===== config.mk =====
export PLATFORM = sky130hd
export DESIGN_NAME = dut_exec_stage
export DESIGN_NICKNAME = d
export VERILOG_FILES = /design/src/rtl/dut_pkg.sv /design/src/rtl/dut_sync_chain.sv /design/src/rtl/dut_exec_stage.sv
export SDC_FILE = /design/constraint.sdc
export NUM_CORES = 1
export LEC_CHECK = 0
export BUFFER_PORTS_ARGS = -buffer_cell sky130_fd_sc_hd__buf_2
export CELL_PAD_IN_SITES_DETAIL_PLACEMENT = 0
export CELL_PAD_IN_SITES_GLOBAL_PLACEMENT = 1
export CORE_MARGIN = 2
export CORE_UTILIZATION = 35
export DETAILED_ROUTE_END_ITERATION = 10
export PLACE_DENSITY = 0.87
export RECOVER_POWER = 25
export SYNTH_ARGS = -nofsm -noshare
export SYNTH_HDL_FRONTEND = slang
export SYNTH_SLANG_ARGS = --single-unit
export TNS_END_PERCENT = 10

===== constraint.sdc =====
create_clock -name clock -period 3 [get_ports clock]
set_input_delay 0.3 -clock clock [delete_from_list [all_inputs] [get_ports clock]]
set_output_delay 0.3 -clock clock [all_outputs]
set_load 0.01 [all_outputs]

===== src/rtl/dut_pkg.sv =====
// Shared definitions for the DUT execute stage.
//   mode_e  : wait-mode encodings carried with each stimulus entry
//   state_e : execute-stage control states
package dut_pkg;

  typedef enum logic [1:0] {
    MODE_FIXED     = 2'b00,
    MODE_TRIG_EQ   = 2'b01,
    MODE_TRIG_NEQ  = 2'b10,
    MODE_IMMEDIATE = 2'b11
  } mode_e;

  typedef enum logic {
    IDLE = 1'b0,
    RUN  = 1'b1
  } state_e;

endpackage


===== src/rtl/dut_sync_chain.sv =====
// Multi-stage register chain used to bring an asynchronous bus into the
// clock domain. The output is the input delayed by DEPTH clock edges.
//   clock : sole clock, rising edge
//   reset : synchronous active-high reset, clears every stage
//   d_i   : asynchronous input bus
//   q_o   : synchronised output bus
module dut_sync_chain #(
  parameter int WIDTH = 24,
  parameter int DEPTH = 2
) (
  input  logic             clock,
  input  logic             reset,
  input  logic [WIDTH-1:0] d_i,
  output logic [WIDTH-1:0] q_o
);

  logic [WIDTH-1:0] stage_q [DEPTH];

  always_ff @(posedge clock) begin
    if (reset) begin
      for (int i = 0; i < DEPTH; i++) stage_q[i] <= '0;
    end else begin
      stage_q[0] <= d_i;
      for (int i = 1; i < DEPTH; i++) stage_q[i] <= stage_q[i-1];
    end
  end

  assign q_o = stage_q[DEPTH-1];

endmodule


===== src/rtl/dut_exec_stage.sv =====
// Execute stage: accepts one stimulus vector per handshake, drives it on
// mosi_data, waits a fixed count or for a masked trigger (bounded by a
// timeout), then captures the synchronised response into a one-entry slot.
//   clock, reset            : rising-edge clock, synchronous active-high reset
//   st_valid/st_ready       : stimulus handshake
//   st_mode/st_cycles/st_data : wait mode, count/timeout, test vector
//   trig_mask/trig_value    : trigger compare, static while busy
//   abort                   : cancels a run in progress, no result
//   mosi_data               : registered vector toward the DUT
//   miso_data               : asynchronous DUT response
//   res_valid/res_ready     : result slot handshake
//   res_data/res_cycles/res_timeout : captured response, count, timeout flag
//   busy                    : high while running
//   to_count/to_clear       : saturating timeout counter and its clear
module dut_exec_stage
  import dut_pkg::*;
#(
  parameter int STF_WIDTH   = 24,
  parameter int RTF_WIDTH   = 24,
  parameter int CYCLE_RANGE = 5,
  parameter int SYNC_STAGES = 2,
  parameter int TOCNT_WIDTH = 16
) (
  input  logic                   clock,
  input  logic                   reset,
  input  logic                   st_valid,
  output logic                   st_ready,
  input  logic [1:0]             st_mode,
  input  logic [CYCLE_RANGE-1:0] st_cycles,
  input  logic [STF_WIDTH-1:0]   st_data,
  input  logic [RTF_WIDTH-1:0]   trig_mask,
  input  logic [RTF_WIDTH-1:0]   trig_value,
  input  logic                   abort,
  output logic [STF_WIDTH-1:0]   mosi_data,
  input  logic [RTF_WIDTH-1:0]   miso_data,
  output logic                   res_valid,
  input  logic                   res_ready,
  output logic [RTF_WIDTH-1:0]   res_data,
  output logic [CYCLE_RANGE-1:0] res_cycles,
  output logic                   res_timeout,
  output logic                   busy,
  output logic [TOCNT_WIDTH-1:0] to_count,
  input  logic                   to_clear
);

  logic [RTF_WIDTH-1:0] miso_s;

  dut_sync_chain #(
    .WIDTH (RTF_WIDTH),
    .DEPTH (SYNC_STAGES)
  ) u_sync (
    .clock (clock),
    .reset (reset),
    .d_i   (miso_data),
    .q_o   (miso_s)
  );

  state_e                 state_q, state_d;
  mode_e                  mode_q;
  logic [CYCLE_RANGE-1:0] cycles_q;
  logic [CYCLE_RANGE-1:0] cnt_q, cnt_d;
  logic [STF_WIDTH-1:0]   mosi_q;
  logic [RTF_WIDTH-1:0]   res_data_q;
  logic [CYCLE_RANGE-1:0] res_cycles_q;
  logic                   res_timeout_q;
  logic                   res_valid_q;
  logic [TOCNT_WIDTH-1:0] to_count_q;

  logic accept, drain, match, cnt_hit, capture, cap_timeout;

  // Slot is known empty whenever a run starts: accept requires it empty or
  // draining in the same cycle, and nothing else fills it.
  assign st_ready = (state_q == IDLE) && (!res_valid_q || res_ready);
  assign accept   = st_valid && st_ready;
  assign drain    = res_valid_q && res_ready;
  assign match    = ((miso_s ^ trig_value) & trig_mask) == '0;
  assign cnt_hit  = (cnt_q == cycles_q);

  always_comb begin
    capture     = 1'b0;
    cap_timeout = 1'b0;
    state_d     = state_q;
    cnt_d       = cnt_q;
    unique case (state_q)
      IDLE: begin
        if (accept) begin
          state_d = RUN;
          cnt_d   = '0;
        end
      end
      RUN: begin
        // Abort suppresses any capture that would otherwise happen now.
        if (!abort) begin
          unique case (mode_q)
            MODE_FIXED: capture = cnt_hit;
            MODE_TRIG_EQ: begin
              capture     = match || cnt_hit;
              cap_timeout = !match && cnt_hit;
            end
            MODE_TRIG_NEQ: begin
              capture     = !match || cnt_hit;
              cap_timeout = match && cnt_hit;
            end
            MODE_IMMEDIATE: capture = 1'b1;
            default: capture = cnt_hit;
          endcase
        end
        if (abort || capture) state_d = IDLE;
        else                  cnt_d   = cnt_q + 1'b1;
      end
      default: state_d = IDLE;
    endcase
  end

  always_ff @(posedge clock) begin
    if (reset) begin
      state_q       <= IDLE;
      mode_q        <= MODE_FIXED;
      cycles_q      <= '0;
      cnt_q         <= '0;
      mosi_q        <= '0;
      res_data_q    <= '0;
      res_cycles_q  <= '0;
      res_timeout_q <= 1'b0;
      res_valid_q   <= 1'b0;
      to_count_q    <= '0;
    end else begin
      state_q <= state_d;
      cnt_q   <= cnt_d;
      if (accept) begin
        mosi_q   <= st_data;
        mode_q   <= mode_e'(st_mode);
        cycles_q <= st_cycles;
      end
      if (drain) res_valid_q <= 1'b0;
      if (capture) begin
        res_data_q    <= miso_s;
        res_cycles_q  <= cnt_q;
        res_timeout_q <= cap_timeout;
        res_valid_q   <= 1'b1;
      end
      if (to_clear)                                to_count_q <= '0;
      else if (capture && cap_timeout && !(&to_count_q)) to_count_q <= to_count_q + 1'b1;
    end
  end

  assign mosi_data   = mosi_q;
  assign res_valid   = res_valid_q;
  assign res_data    = res_data_q;
  assign res_cycles  = res_cycles_q;
  assign res_timeout = res_timeout_q;
  assign busy        = (state_q == RUN);
  assign to_count    = to_count_q;

endmodule


-- After elaboration in Yosys (flattened, before gate mapping)
Memories as Yosys holds them, arrays and structs flattened.
Index checks and enable logic that the tools add are counted.
- register bits after elaboration: 84
- bits in latches: 0
- RAM bits: 48
- ROM bits: 0
- input port bits: 109
- output and inout bits: 73
- word-level logic and storage cells: 64
- memories kept: 1
- memories (name ; depth ; width ; read ports ; clocked after Yosys merged registers in ; wr ports ; RTL line ; source):
    u_sync.stage_q ; 2 ; 24 ; 2 ; 0 ; 2 ; dut_sync_chain.sv:17 ; logic [WIDTH-1:0] stage_q [DEPTH];
- add/sub/neg operators: 2
- multipliers: 0
- div/mod/pow operators: 0
- $lt $le $gt $ge: 0
- equal/unequal tests: 6
- shift-type cells: 0
- muxes and demuxes: 20
- bitwise operators: 5
- reduce and logical (&&, ||, !) cells: 20
- operators with widths (cell ; number):
    2-to-1 mux 24 bit ; 2
    bitwise AND 24 bit ; 1
    zero test 24 bit ; 1
    bitwise XOR 24 bit ; 1
    adder 16 x 1 -> 16 bit (second input constant) ; 1
    AND reduction 16 bit ; 1
    2-to-1 mux 1 bit ; 12
    2-to-1 mux 5 bit ; 2
    one-hot mux 5 bit (2 select lines) ; 1
    logical AND 1 bit ; 7
    adder 5 x 1 -> 5 bit (second input constant) ; 1
    == test 5 bit ; 1
    == test 2 bit (second input constant) ; 2
    logical OR 1 bit ; 4
    inequality test 2 bit (second input constant) ; 2
    one-hot mux 1 bit (2 select lines) ; 2
    one-hot mux 1 bit (4 select lines) ; 1
    zero test 1 bit ; 3
    == test 2 x 1 -> 1 bit (second input constant) ; 1
    zero test 2 bit ; 1
    OR 1 bit ; 2
    AND reduction 2 bit ; 1
    nonzero test 2 bit ; 1
    OR reduction 2 bit ; 1
    NOT 1 bit ; 1

-- Logic depth before layout (Yosys ltp)
- depth after elaboration: 11
- mapped depth: 8
- mapped depth without buffers: 7

-- Cells and area by module
A second synthesis with hierarchy kept.
- cell total of the unflattened synthesis: 559
- area, all modules: 5248.8 um^2
- by module, submodules not included (module ; instances ; cells an instance ; area an instance (um^2) ; seq. area each (um^2)):
    dut_exec_stage ; 1 ; 434 ; 3763.6 ; 1681.6
    dut_sync_chain ; 1 ; 125 ; 1485.2 ; 960.9

-- Worst setup path before layout
No wires, ideal clock.
- path type: reg2reg
- start point: mem u_sync.stage_q[1][14] (netlist: u_sync.stage_q[0][38])
- end point: reg to_count_q[7] (netlist: to_count[7])
- setup time: 0.116 ns
- arrival: 2.068 ns
- required time: 2.884 ns
- setup slack: 0.816 ns
- cell stages (with the launch flop): 8
- buffers on the path: 0
- clock period less this slack: 2.184 ns
- cells stage by stage: dfxtp_1 xor2_1 a22oi_2 nand4_2 or4_4 a211oi_2 a211oi_1 a31o_2
- RTL lines (item ; RTL line ; source):
    from (decl) ; dut_sync_chain.sv:17 ;
    to (signal assigned) ; dut_exec_stage.sv:143 ; else if (capture && cap_timeout && !(&to_count_q)) to_count_q <= to_count_q + 1'b1;
    to (decl) ; dut_exec_stage.sv:67 ; logic [TOCNT_WIDTH-1:0] to_count_q;

-- Final worst setup path
- start point: reg cnt_q[2]
- end point: reg res_data_q[15] (netlist: res_data[15])
- cells in the longest elaborated chain, start to end: 6
- elaborated cells between the ends (all ways): 7
- classes of those cells: eq/ne (1); mux (4); reduce/logical (2)
- RTL lines (item ; RTL line ; source):
    from (decl) ; dut_exec_stage.sv:61 ; logic [CYCLE_RANGE-1:0] cnt_q, cnt_d;
    from (signal assigned) ; dut_exec_stage.sv:129 ; cnt_q <= cnt_d;
    == test 5 bit (*) ; dut_exec_stage.sv:77 ; assign cnt_hit = (cnt_q == cycles_q);
    logical OR 1 bit (on tied branches) ; dut_exec_stage.sv:101, dut_exec_stage.sv:97 ;
    one-hot mux 1 bit (4 select lines) (*) ; dut_exec_stage.sv:94 ; unique case (mode_q)
    2-to-1 mux 1 bit (*) ; dut_exec_stage.sv:93 ; if (!abort) begin
    2-to-1 mux 1 bit (*) (2 in a row) ; dut_exec_stage.sv:84 ; unique case (state_q)
    to (signal assigned) ; dut_exec_stage.sv:137 ; res_data_q <= miso_s;
    to (decl) ; dut_exec_stage.sv:63 ; logic [RTF_WIDTH-1:0] res_data_q;
Mark *: on every way between the ends. The rest lies on a longest branch, timed or not. The select of a mux whose other input is x is not followed.
A chain may end at the register's enable or synchronous reset.

==> reports/results.ini <==
[run_status]
status=complete, but fails checks
violations=max-capacitance violations, max-slew violations

[routing]
vias=4771
drtPass1Iterations=4
wl_um=14400
routedWlPerCell_um=15.0
viasPerCell=4.97
drt_iter0_markers=234
route.detailed.drc=0
antenna_left=0

[sta]
final_max_slew_viol_count=76
fin_crit_sh=0.892
fin_tns_setup_ns=0
finalClockSkew_ns=0.00537
setup_violations=0
rsz0062_at_grt=false
fin_crit_ns=2.67
fmaxAchievable_mhz=374
slew-limit-headroom=-0.0486
tightest_slew_ns=1.57
hold_viol=0

[die]
die_w_um=128
ios=182
dieArea_mm2=0.0163
initial_utilization=0.355
core_mm2=0.0151
placementRows=45
dieHeight_um=128

[finish]
multi_input_area_mm2=0.00256
final_common_cell=buf_2
fin_nets=872
nFillCells=1502
area_growth_syn_to_layout_pct=30.7
drive_above_1_share=0.262
final_cell_mix=136 x buf_2, 132 x dfxtp_1, 74 x nand2_1
ff_latch_area_mm2=0.00264
postLayoutCoreUtil=0.464

[logic_synthesis]
ys_seq_elements=132
syn_nets=699
syn_avg_cell_area_um2=9.16
yosys.cell_types.count=42
synth.yosys.seq_area_share=0.493
netlist_area_mm2=0.00536
syn_inst=585
yosys_warnings=0

[cts]
htree_levels=4
cts-root-buf=clkbuf_16
cts_resized=0
max-clock-path-buffers=2
cts_setup_buffers=0
cts_tree=built
numCtsBuffers=17
cts.hold.buffers_added=0
clkSinkCount=132
clk_pin_slew_ns=0.06
worstSkewPairLatency_ns=0.42

[pwr]
p_sw_frac=0.280
ir_drop_mv=0.392
leakage_nw=2.86
clkPwrFrac=0.466
intPower_w=0.00318
comb_power_share=0.116
p_sw_w=0.00124
p_seq_frac=0.418
powerDensity_mw_per_mm2=630

[setup_path]
crit_type=flip-flop to flip-flop
critPathLaunchType=flip-flop
r2r_cells=8
ff2ff_setup_slack_ns=0.33
cp.required_ns=3.32
cp-end-kind=flip-flop
path_max_fanout=20
cp.arrival_ns=3.00

[global_routing]
grt_max_degree=76
antenna_found_initial=1
grt_overflow=0
grt_first_pass_wirelength_um=22700
track_usage=0.177
grt_pass1_vias=4393

[placed_design]
place.gp.congestion=0.751
port-buffer-count=181
dp_hpwl_um=10100

[min_path]
min_path_type=input pin to flip-flop
holdPathStages=2

[run]
maxCapViolCount=1

[per-layer routing]
layer | up-vias | routed length (um) | global-route usage
met5 | - | 0 | 0
met4 | 0 | 293 | 0.0672
met3 | 23 | 864 | 0.0568
met2 | 121 | 6820 | 0.275
met1 | 2204 | 6450 | 0.229
li1 | 2423 | - | -
[metrics by stage]
stage	power, W	setup slack (ns)	hold slack (ns)	std cells	instance area [um2]
4_1_cts	0.00447	0.239	0.0684	959	7060
3_5_place_dp	0.00240	0.242	0.422	927	6470
5_1_grt	0.00460	0.0698	0.0722	960	7000
6_report	0.00441	0.325	0.0844	960	7000
3_3_place_gp	0.00239	0.330	0.415	927	6470
2_1_floorplan	0.00218	0.816	0.414	585	5360
[power groups by stage]
| stage | clock network, W | logic, W | registers [W] |
|---|---|---|---|
| floorplan | 0 | 0.000293 | 0.00189 |
| global placement | 0 | 0.000509 | 0.00188 |
| detailed placement | 0 | 0.000513 | 0.00188 |
| CTS | 0.00211 | 0.000515 | 0.00185 |
| global route | 0.00218 | 0.000562 | 0.00185 |
| finish | 0.00206 | 0.000512 | 0.00185 |
[cells in the mapped netlist, drive strengths merged]
library cell / n / area share
dfxtp: 132 / 0.49
nand2: 74 / 0.052
a21oi: 71 / 0.066
nor2b: 51 / 0.060
clkbuf: 40 / 0.028
nand4: 39 / 0.049
o31ai: 32 / 0.045
xor2: 29 / 0.047
mux2i: 13 / 0.024
a22oi: 12 / 0.022
nor2: 12 / 0.0084
inv: 9 / 0.0063
or3: 9 / 0.011
nand3: 8 / 0.0075
nor3: 8 / 0.0084
o21ai: 6 / 0.0056
ha: 5 / 0.012
nand2b: 5 / 0.0058
nor4: 4 / 0.0047
a211oi: 3 / 0.0061
or4: 3 / 0.0049
a31o: 2 / 0.0033
and2: 2 / 0.0023
and4: 2 / 0.0033
mux2: 2 / 0.0042
xnor2: 2 / 0.0033
a2111oi: 1 / 0.0051
a211o: 1 / 0.0016
a21o: 1 / 0.0014
a311oi: 1 / 0.0016
a31oi: 1 / 0.0012
and3: 1 / 0.0012
nand3b: 1 / 0.0014
o211ai: 1 / 0.0014
o22ai: 1 / 0.0012
or2: 1 / 0.0012
[registers in the layout, summed over array words and instances, names as in the netlist]
| register | flops |
|---|---|
| cnt_q | 5 |
| u_sync.stage_q | 48 |
| busy | 1 |
| mode_q | 2 |
| to_count | 16 |
| res_cycles | 5 |
| mosi_data | 24 |
| cycles_q | 5 |
| res_timeout | 1 |
| res_data | 24 |
| res_valid | 1 |
[cell type report]
| cell class | instances | share of cell area |
|---|---|---|
| repair buffers | 194 | 0.135 |
| flip-flops and latches | 132 | 0.377 |
| multi-input cells | 404 | 0.365 |
| clock inverters | 15 | 0.0227 |
| clock buffers | 17 | 0.0607 |
| inverters | 9 | 0.00482 |
| well taps | 188 | 0.0336 |
| diodes | 1 | 0.000357 |
[final timing paths]
path	start	to
worst min register to register	u_sync.stage_q[0][23]	u_sync.stage_q[0][47]
worst max-delay path	cnt_q[2]	res_data[15]
worst max register to register	cnt_q[2]	res_data[15]
worst min-delay path	miso_data[7]	u_sync.stage_q[0][7]
[logic make-up (layout without fill, tap and decap cells)]
logic type               count (synthesis)  after routing  share of synthesized area
AND/OR/NAND/NOR                        220            220                      0.220
AO/OA/AOI/OAI                          133            133                      0.162
flip-flops                             132            132                      0.493
buffers and inverters                   49            235                     0.0343
XOR/XNOR                                31             31                     0.0507
multiplexers                            15             15                     0.0285
adder cells (fa/ha/maj)                  5              5                     0.0117
other                                    0              1                          0
[worst max-delay path, stage by stage (launching register included)]
cell     delay [ns]
dfxtp_1        0.43
xor2_1         0.16
nor3_1         0.07
and2_1         0.20
nor3_1         0.60
mux2_2         0.58
buf_4          0.28
o31ai_1        0.09
a21oi_1        0.16
(Power assumes the default switching activity.)
